**src/rtl/lfsr_pkg.sv**
```systemverilog
// Shared types and helpers for the LFSR box picker.
// FSM encoding, default tap table and a constant-safe clog2.
package lfsr_pkg;

    typedef enum logic [1:0] {
        IDLE,
        DRAW,
        DONE
    } state_t;

    function automatic int clog2(input int n);
        int r;
        r = 0;
        while ((1 << r) < n) r++;
        return r;
    endfunction

    // Maximal-length masks for the shift-left Fibonacci form used here
    function automatic logic [15:0] default_taps(input int width);
        logic [15:0] t;
        case (width)
            3:       t = 16'h0006;
            4:       t = 16'h000C;
            5:       t = 16'h0014;
            6:       t = 16'h0030;
            7:       t = 16'h0060;
            8:       t = 16'h00B8;
            9:       t = 16'h0110;
            10:      t = 16'h0240;
            11:      t = 16'h0500;
            12:      t = 16'h0829;
            13:      t = 16'h100D;
            14:      t = 16'h2015;
            15:      t = 16'h6000;
            16:      t = 16'hD008;
            default: t = 16'h00B8;
        endcase
        return t;
    endfunction

endpackage

```
**src/rtl/lfsr_core.sv**
```systemverilog
// Free-running Fibonacci LFSR with synchronous load.
// The all-zero lock-up state is never entered: it is replaced by 1.
module lfsr_core #(
    parameter int               WIDTH = 8,
    parameter logic [WIDTH-1:0] TAPS  = 8'hB8,
    parameter logic [WIDTH-1:0] SEED  = 8'h01
) (
    input  logic             CLOCK_50,
    input  logic             reset_signal,
    input  logic             i_load,
    input  logic [WIDTH-1:0] i_load_val,
    output logic [WIDTH-1:0] o_lfsr
);

    localparam logic [WIDTH-1:0] L_ONE = {{(WIDTH-1){1'b0}}, 1'b1};

    logic [WIDTH-1:0] r_lfsr;
    logic [WIDTH-1:0] w_step;
    logic [WIDTH-1:0] w_pre;
    logic [WIDTH-1:0] w_next;

    assign w_step = {r_lfsr[WIDTH-2:0], ^(r_lfsr & TAPS)};
    assign w_pre  = i_load ? i_load_val : w_step;
    assign w_next = (w_pre == '0) ? L_ONE : w_pre;

    always_ff @(posedge CLOCK_50 or posedge reset_signal) begin
        if (reset_signal) r_lfsr <= SEED;
        else              r_lfsr <= w_next;
    end

    assign o_lfsr = r_lfsr;

endmodule

```
**src/rtl/lfsr_box_picker.sv**
```systemverilog
// Pseudo-random target selector: rejection-sampled box index from a
// free-running LFSR, optionally never repeating the previous box.
module lfsr_box_picker
    import lfsr_pkg::*;
#(
    parameter int               WIDTH        = 8,
    parameter logic [WIDTH-1:0] TAPS         = 8'hB8,
    parameter logic [WIDTH-1:0] SEED_DEFAULT = 8'h01,
    parameter int               NUM_BOXES    = 4,
    parameter int               NO_REPEAT    = 1,
    parameter int               MAX_TRIES    = 8,
    localparam int              BOX_W        = clog2(NUM_BOXES)
) (
    input  logic             CLOCK_50,
    input  logic             reset_signal,
    input  logic             reseed,
    input  logic             pick_req,
    output logic             busy,
    output logic             pick_valid,
    output logic [BOX_W-1:0] box,
    output logic [WIDTH-1:0] lfsr_state
);

    localparam int               TRY_W   = clog2(MAX_TRIES + 1);
    localparam logic [BOX_W:0]   L_NB    = (BOX_W + 1)'(NUM_BOXES);
    localparam logic [TRY_W-1:0] L_LAST  = TRY_W'(MAX_TRIES - 1);

    state_t           r_state;
    state_t           w_state_nxt;
    logic [WIDTH-1:0] r_cnt;
    logic [TRY_W-1:0] r_tries;
    logic [TRY_W-1:0] w_tries_nxt;
    logic [BOX_W-1:0] r_box;
    logic [BOX_W-1:0] w_box_nxt;
    logic             r_last_valid;
    logic             w_last_nxt;
    logic [WIDTH-1:0] w_lfsr;
    logic [BOX_W-1:0] w_cand;
    logic [BOX_W:0]   w_box_inc;
    logic [BOX_W-1:0] w_fallback;
    logic             w_accept;
    logic             w_repeat;

    // Counter value 0 is mapped to 1 inside the core on load
    lfsr_core #(
        .WIDTH (WIDTH),
        .TAPS  (TAPS),
        .SEED  (SEED_DEFAULT)
    ) u_core (
        .CLOCK_50     (CLOCK_50),
        .reset_signal (reset_signal),
        .i_load       (reseed),
        .i_load_val   (r_cnt),
        .o_lfsr       (w_lfsr)
    );

    assign w_cand     = w_lfsr[BOX_W-1:0];
    assign w_repeat   = (NO_REPEAT != 0) && r_last_valid && (w_cand == r_box);
    assign w_accept   = ({1'b0, w_cand} < L_NB) && !w_repeat;
    assign w_box_inc  = {1'b0, r_box} + 1'b1;
    assign w_fallback = (w_box_inc == L_NB) ? '0 : w_box_inc[BOX_W-1:0];

    always_comb begin
        w_state_nxt = r_state;
        w_tries_nxt = r_tries;
        w_box_nxt   = r_box;
        w_last_nxt  = r_last_valid;
        busy        = 1'b0;
        pick_valid  = 1'b0;
        unique case (r_state)
            IDLE: begin
                if (pick_req) begin
                    w_state_nxt = DRAW;
                    w_tries_nxt = '0;
                end
            end
            DRAW: begin
                busy = 1'b1;
                if (w_accept) begin
                    w_box_nxt   = w_cand;
                    w_state_nxt = DONE;
                end else if (r_tries == L_LAST) begin
                    w_box_nxt   = w_fallback;
                    w_state_nxt = DONE;
                end else begin
                    w_tries_nxt = r_tries + 1'b1;
                end
            end
            DONE: begin
                pick_valid  = 1'b1;
                w_last_nxt  = 1'b1;
                w_state_nxt = IDLE;
            end
            default: w_state_nxt = IDLE;
        endcase
    end

    always_ff @(posedge CLOCK_50 or posedge reset_signal) begin
        if (reset_signal) begin
            r_state      <= IDLE;
            r_cnt        <= '0;
            r_tries      <= '0;
            r_box        <= '0;
            r_last_valid <= 1'b0;
        end else begin
            r_state      <= w_state_nxt;
            r_cnt        <= r_cnt + 1'b1;
            r_tries      <= w_tries_nxt;
            r_box        <= w_box_nxt;
            r_last_valid <= w_last_nxt;
        end
    end

    assign box        = r_box;
    assign lfsr_state = w_lfsr;

endmodule
```
**config.mk**
```make
export PLATFORM = sky130hd
export DESIGN_NAME = lfsr_box_picker
export DESIGN_NICKNAME = d
export VERILOG_FILES = /design/src/rtl/lfsr_pkg.sv /design/src/rtl/lfsr_core.sv /design/src/rtl/lfsr_box_picker.sv
export SDC_FILE = /design/constraint.sdc
export NUM_CORES = 1
export LEC_CHECK = 0
export BUFFER_PORTS_ARGS = -buffer_cell sky130_fd_sc_hd__buf_2
export CAP_MARGIN = 20
export CORE_MARGIN = 2
export CORE_UTILIZATION = 55
export CTS_BUF_LIST = sky130_fd_sc_hd__clkbuf_16
export CTS_CLUSTER_SIZE = 20
export DETAILED_ROUTE_END_ITERATION = 7
export GPL_TIMING_DRIVEN = 1
export HOLD_SLACK_MARGIN = 0.02
export PLACE_DENSITY = 0.89
export SYNTH_ARGS = -nofsm -noshare
export SYNTH_HDL_FRONTEND = slang
export SYNTH_SLANG_ARGS = --single-unit
```
**constraint.sdc**
```tcl
create_clock -name CLOCK_50 -period 1.65 [get_ports CLOCK_50]
set_input_delay 0.33 -clock CLOCK_50 [delete_from_list [all_inputs] [get_ports CLOCK_50]]
set_output_delay 0.33 -clock CLOCK_50 [all_outputs]
set_load 0.005 [all_outputs]
```
==> metrics.csv, run 1 <==
metric,value,unit
worstPathRequired,1.84,ns
r2r-start,r_tries[0],
critPathBufInv,0,
topRoutingLayerUsed,met4,
postRouteAntennaNets,0,
row_count,16,
ys_async_sr_fraction,100,%
coreArea,2000,um2
syn-num-nets,111,
yosysWarningCount,0,
netlist_area,1200,um2
p_leak,0.663,nW
grt_pass1_wl,4.02,mm
final.min_clock_period,1.57,ns
antenna_found_initial,0,
netlist_instances,104,
report.final.hold_viol_count,0,
route.met2.wl,1.23,mm
rsz0062_at_grt,no,
maxSlewViolCount,0,
maxCapViolCount,0,
skew,0.00503,ns
dp_slack,0.100,ns
final_common_cell,dfrtp_1,
crit_path_max_incr_delay,0.51,ns
outcome,completed,
synth_top_family_by_area,simple AND/OR/NAND/NOR gates,
initial_utilization,59.9,%
crit_chain,ha_1 -> nand3b_1 -> nand2_2 -> or4_1 -> a21boi_1,
grt_overflow_total,0,
htreeDepth,1,
cp.depth,5,
postCtsSetupBuffers,0,
ys_seq_area_share,52.3,%
die_width,50.7,um
yosys_register_bits,25,
gp_congestion,0.835,
vdd.ir_drop.worst,0.773,mV
grt_pass1_vias,943,
vias,918,
rrSetupSlack,0.08,ns
min_period_over_period,95.3,%
crit_path_top_delay_cell,or4_1,
cts_hold_buffers,0,
numPlacedInstances,148,
drt_iter0_markers,23,
finalWirelength,2.42,mm
postPlaceCellArea,1330,um2
clk_pin_slew,0.06,ns
critPathLaunch,r_tries[0],
synth_ff_type,dfrtp_1,
power_density,1320,nW/um2
cts_tree,built,
tightest_slew,0.317,ns
path_delay_family,simple AND/OR/NAND/NOR gates,
nets,133,
grt_max_degree,26,
syn_to_final_growth,17.2,%
dp_hpwl,1.64,mm
reg2reg_depth,5,
stdcell_count,152,
cp.arrival,1.76,ns
path_max_fanout,4,
setup_ws,0.0783,ns
numPortBuffers,15,
p_total,1.85,mW
drt-vias-per-instance,6.04,
layout-drive-gt1-share,29.6,%
m1WireLength,998,um
grtUsageTotal,21.3,%
yosys.cell_types.count,35,
final_area,1410,um2
drc,0,
fin_util,70.2,%
layout_common_cells,"dfrtp_1, buf_2, nand2_1",
muxShareOfSynthArea,9.08,%
clock_latency,0.26,ns
synth_simple_gate_area_share,18.3,%
max_freq,636,MHz
synth_edf_count,0,
hold_path_class,input port to asynchronous set/reset pin,
cp-start-kind,register,
whs,0.105,ns
reg2reg_to,r_tries[3],
synth_compound_area_share,6.05,%
cts_sinks,25,
cts_resized,0,
cp-end-kind,register,
routedWlPerCell,15.9,um
setup_viol,0,
cts.path.max_buffers,2,
die_y,50.7,um
ios,16,
routed-wl-met3,127,um
syn_area_per_cell,11.5,um2
crit_end,r_tries[3],
worstSetupPathType,register to register,
diodes,0,
synth_xor_area_share,9.29,%
cts-root-buf,clkbuf_16,
max_slew_margin,78.6,%
fin_tns_setup,0,ns
yosys.area_share.adder,3.13,%
cts_buffers,3,
dr.pass1.iters,4,
dieArea,2570,um2
==> per-layer routing <==
| metal | GRT usage (%) | vias up |
|---|---|---|
| met5 | 0 | - |
| met4 | 12.2 | 0 |
| met3 | 5.06 | 9 |
| met2 | 34.2 | 34 |
| met1 | 26.0 | 467 |
| li1 | - | 408 |
==> registers in the layout, indices dropped and copies added, names as in the netlist <==
name           flops
r_cnt              8
u_core.o_lfsr      8
r_tries            4
box                2
r_state            2
r_last_valid       1
==> synth_stat cells, types with 2 or more instances <==
library cell	number	area share (%)
dfrtp_1	24	50
nand2_1	9	2.8
mux2_2	7	6.6
xnor2_1	6	4.4
nand3_1	5	2.1
nor2_1	5	1.6
inv_1	4	1.3
a21oi_1	3	1.3
ha_1	3	3.1
mux2i_1	3	2.5
nor3_1	3	1.3
xor2_1	3	2.2
and3_1	2	1.0
nand2b_1	2	1.0
nand4_1	2	1.0
nor4_1	2	1.0
o31ai_1	2	1.3
xnor2_2	2	2.7
==> area by class of cell <==
type | count | area (um2)
flip-flops and latches | 25 | 627
fillers | 129 | 597
repair buffers | 18 | 97.6
multi-input cells | 73 | 549
clock buffers | 3 | 75.1
inverters | 5 | 18.8
clock inverters | 1 | 3.75
well taps | 27 | 33.8
==> worst min-delay path by stage <==
stage / end / slack [ns] / cells after the start
floorplan: box[0] / 0.36 / 1
global placement: r_tries[2] / 0.39 / 3
detailed placement: r_cnt[1] / 0.39 / 3
CTS: r_tries[0] / 0.12 / 3
global route: r_cnt[2] / 0.14 / 3
finish: r_tries[0] / 0.10 / 3
==> report_power, final <==
part	internal (mW)	switching (mW)	total (mW)
logic	0.237	0.287	0.523
registers	0.698	0.107	0.804
clock network	0.324	0.201	0.525
total	1.26	0.594	1.85
==> tightest hold or removal path, stage by stage <==
cell and delay (ns):
buf_2 0.09, inv_1 0.04, buf_4 0.30
==> kinds of logic (layout without fill, tap and decap cells) <==
logic type      after synthesis  count (layout)
mux                          10              10
fa+ha+maj                     3               3
buf+inv                       6              27
compound gates               10              10
simple gates                 39              39
flops                        25              25
xor+xnor                     11              11
No activity file was read; power rests on OpenSTA's default activity.
==> run 2, diff against run 1 <==
--- a/config.mk
+++ b/config.mk
@@ -6,7 +6,7 @@
 export NUM_CORES = 1
 export LEC_CHECK = 0
 export BUFFER_PORTS_ARGS = -buffer_cell sky130_fd_sc_hd__buf_2
-export CAP_MARGIN = 20
+export CAP_MARGIN = 30
 export CORE_MARGIN = 2
 export CORE_UTILIZATION = 55
 export CTS_BUF_LIST = sky130_fd_sc_hd__clkbuf_16
@@ -15,6 +15,7 @@
 export GPL_TIMING_DRIVEN = 1
 export HOLD_SLACK_MARGIN = 0.02
 export PLACE_DENSITY = 0.89
+export SLEW_MARGIN = 20
 export SYNTH_ARGS = -nofsm -noshare
 export SYNTH_HDL_FRONTEND = slang
 export SYNTH_SLANG_ARGS = --single-unit
==> constraint.sdc (replaced) <==
create_clock -name CLOCK_50 -period 1.5 [get_ports CLOCK_50]
set_input_delay 0.3 -clock CLOCK_50 [delete_from_list [all_inputs] [get_ports CLOCK_50]]
set_output_delay 0.3 -clock CLOCK_50 [all_outputs]
set_load 0.005 [all_outputs]
==> run 2 against run 1 <==
Compared with the run above:
- sequential share of layout area is 2.9 points lower
- critical path type unchanged
- non-clock buffer count is 10 higher
- largest cell class unchanged
- register-to-register slack worse by 0.08 ns
- core utilization is 4.9 points higher
- first-iteration DRC count is 48% higher
- cell count is 6.6% higher
- sequential power is 6.3% higher
- cell area is 6.9% higher
- clock power is 10% higher
- die area stayed put
- global-route usage is 2.4 points higher
==> metrics.csv, run 2 (same netlist as run 1, synthesis figures left out) <==
metric,value,unit
coreArea,2000,um2
final.min_clock_period,1.50,ns
clk_pin_slew,0.06,ns
skew,0.00232,ns
cts.path.max_buffers,2,
outcome,completed,
layout_common_cells,"dfrtp_1, buf_2, buf_4",
clock_latency,0.26,ns
power_density,1480,nW/um2
row_count,16,
grtUsageTotal,23.6,%
routedWlPerCell,16.1,um
setup_viol,0,
max_freq,668,MHz
initial_utilization,59.9,%
path_max_fanout,4,
finalWirelength,2.61,mm
grt_pass1_wl,4.44,mm
rsz0062_at_grt,yes,
maxCapViolCount,0,
hold_path_class,input port to register,
r2r-start,box[1],
vias,928,
dieArea,2570,um2
nets,143,
dp_hpwl,1.80,mm
ios,16,
max_slew_margin,75.9,%
fin_tns_setup,0,ns
cp-start-kind,register,
setup_ws,0.00209,ns
critPathBufInv,0,
crit_path_top_delay_cell,or4_1,
vdd.ir_drop.worst,1.09,mV
drc,0,
postRouteAntennaNets,0,
critPathLaunch,box[1],
worstPathRequired,1.68,ns
cts_sinks,25,
die_width,50.7,um
diodes,0,
cts_tree,built,
cp-end-kind,register,
cts_buffers,3,
crit_path_max_incr_delay,0.47,ns
numPortBuffers,15,
maxSlewViolCount,0,
crit_chain,xnor2_2 -> nand2_1 -> or4_1 -> a21boi_1,
final_common_cell,dfrtp_1,
report.final.hold_viol_count,0,
grt_overflow_total,0,
antenna_found_initial,0,
min-delay-start,pick_req,
min_period_over_period,99.9,%
drt-vias-per-instance,5.73,
die_y,50.7,um
cp.arrival,1.68,ns
worstSetupPathType,register to register,
fin_util,75.1,%
drt_iter0_markers,34,
dp_slack,0.00527,ns
cts-root-buf,clkbuf_16,
dr.pass1.iters,4,
htreeDepth,1,
grt_pass1_vias,936,
grt_max_degree,15,
tightest_slew,0.356,ns
syn_to_final_growth,25.4,%
path_delay_family,simple AND/OR/NAND/NOR gates,
p_leak,0.716,nW
layout-drive-gt1-share,37.0,%
gp_congestion,0.851,
-- run 2: timing repair --
item,CTS,global route
hold buffers,1,0
setup buffers,0,1
gates resized for setup,2,1
setup endpoints to repair,2,5
endpoints found under the hold margin,8,0
pin swaps,0,4
-- run 2: path summary, 6_finish.rpt --
path / cells past startpoint / slack (ns) / to
worst min register to register: 1 / 0.50 / r_cnt[0]
worst max-delay path: 4 / 0.002 / r_tries[3]
max in group asynchronous: 4 / 0.42 / u_core.o_lfsr[0]
worst max register to register: 4 / 0.002 / r_tries[3]
min in group asynchronous: 3 / 0.55 / r_tries[0]
worst min-delay path: 3 / 0.38 / r_state[0]
-- run 2: power by group --
group          switching, mW  internal, mW  leakage, nW
sequential            0.0872         0.768        0.303
clock                  0.221         0.359       0.0409
combinational          0.430         0.355        0.372
-- run 2: final cells by class --
| type | instances | area (um2) |
|---|---|---|
| clock buffers | 3 | 75.1 |
| clock inverters | 1 | 5.00 |
| fillers | 129 | 499 |
| inverters | 5 | 18.8 |
| multi-input cells | 73 | 568 |
| flip-flops and latches | 25 | 627 |
| well taps | 27 | 33.8 |
| repair buffers | 28 | 175 |
-- run 2: metal layers --
metal | vias up | global-route usage, % | part of all wire, %
met3 | 5 | 4.17 | 6.9
li1 | 431 | - | -
met5 | - | 0 | 0
met4 | 0 | 9.01 | 1.5
met2 | 44 | 37.7 | 48
met1 | 448 | 32.1 | 43
-- run 2: worst reg2reg max path: stages (launching register included) --
cell	delay, ns
dfrtp_1	0.42
xnor2_2	0.28
nand2_1	0.12
or4_1	0.47
a21boi_1	0.13
-- run 2: stage by stage --
step	cell area, um2	cells	power (mW)	hold slack (ns)
after CTS	1490	161	2.19	0.359
after global placement	1390	156	1.49	0.282
final	1500	162	2.22	0.380
after detailed placement	1390	156	1.54	0.288
after global routing	1500	162	2.34	0.426
after floorplan	1200	104	1.27	0.327
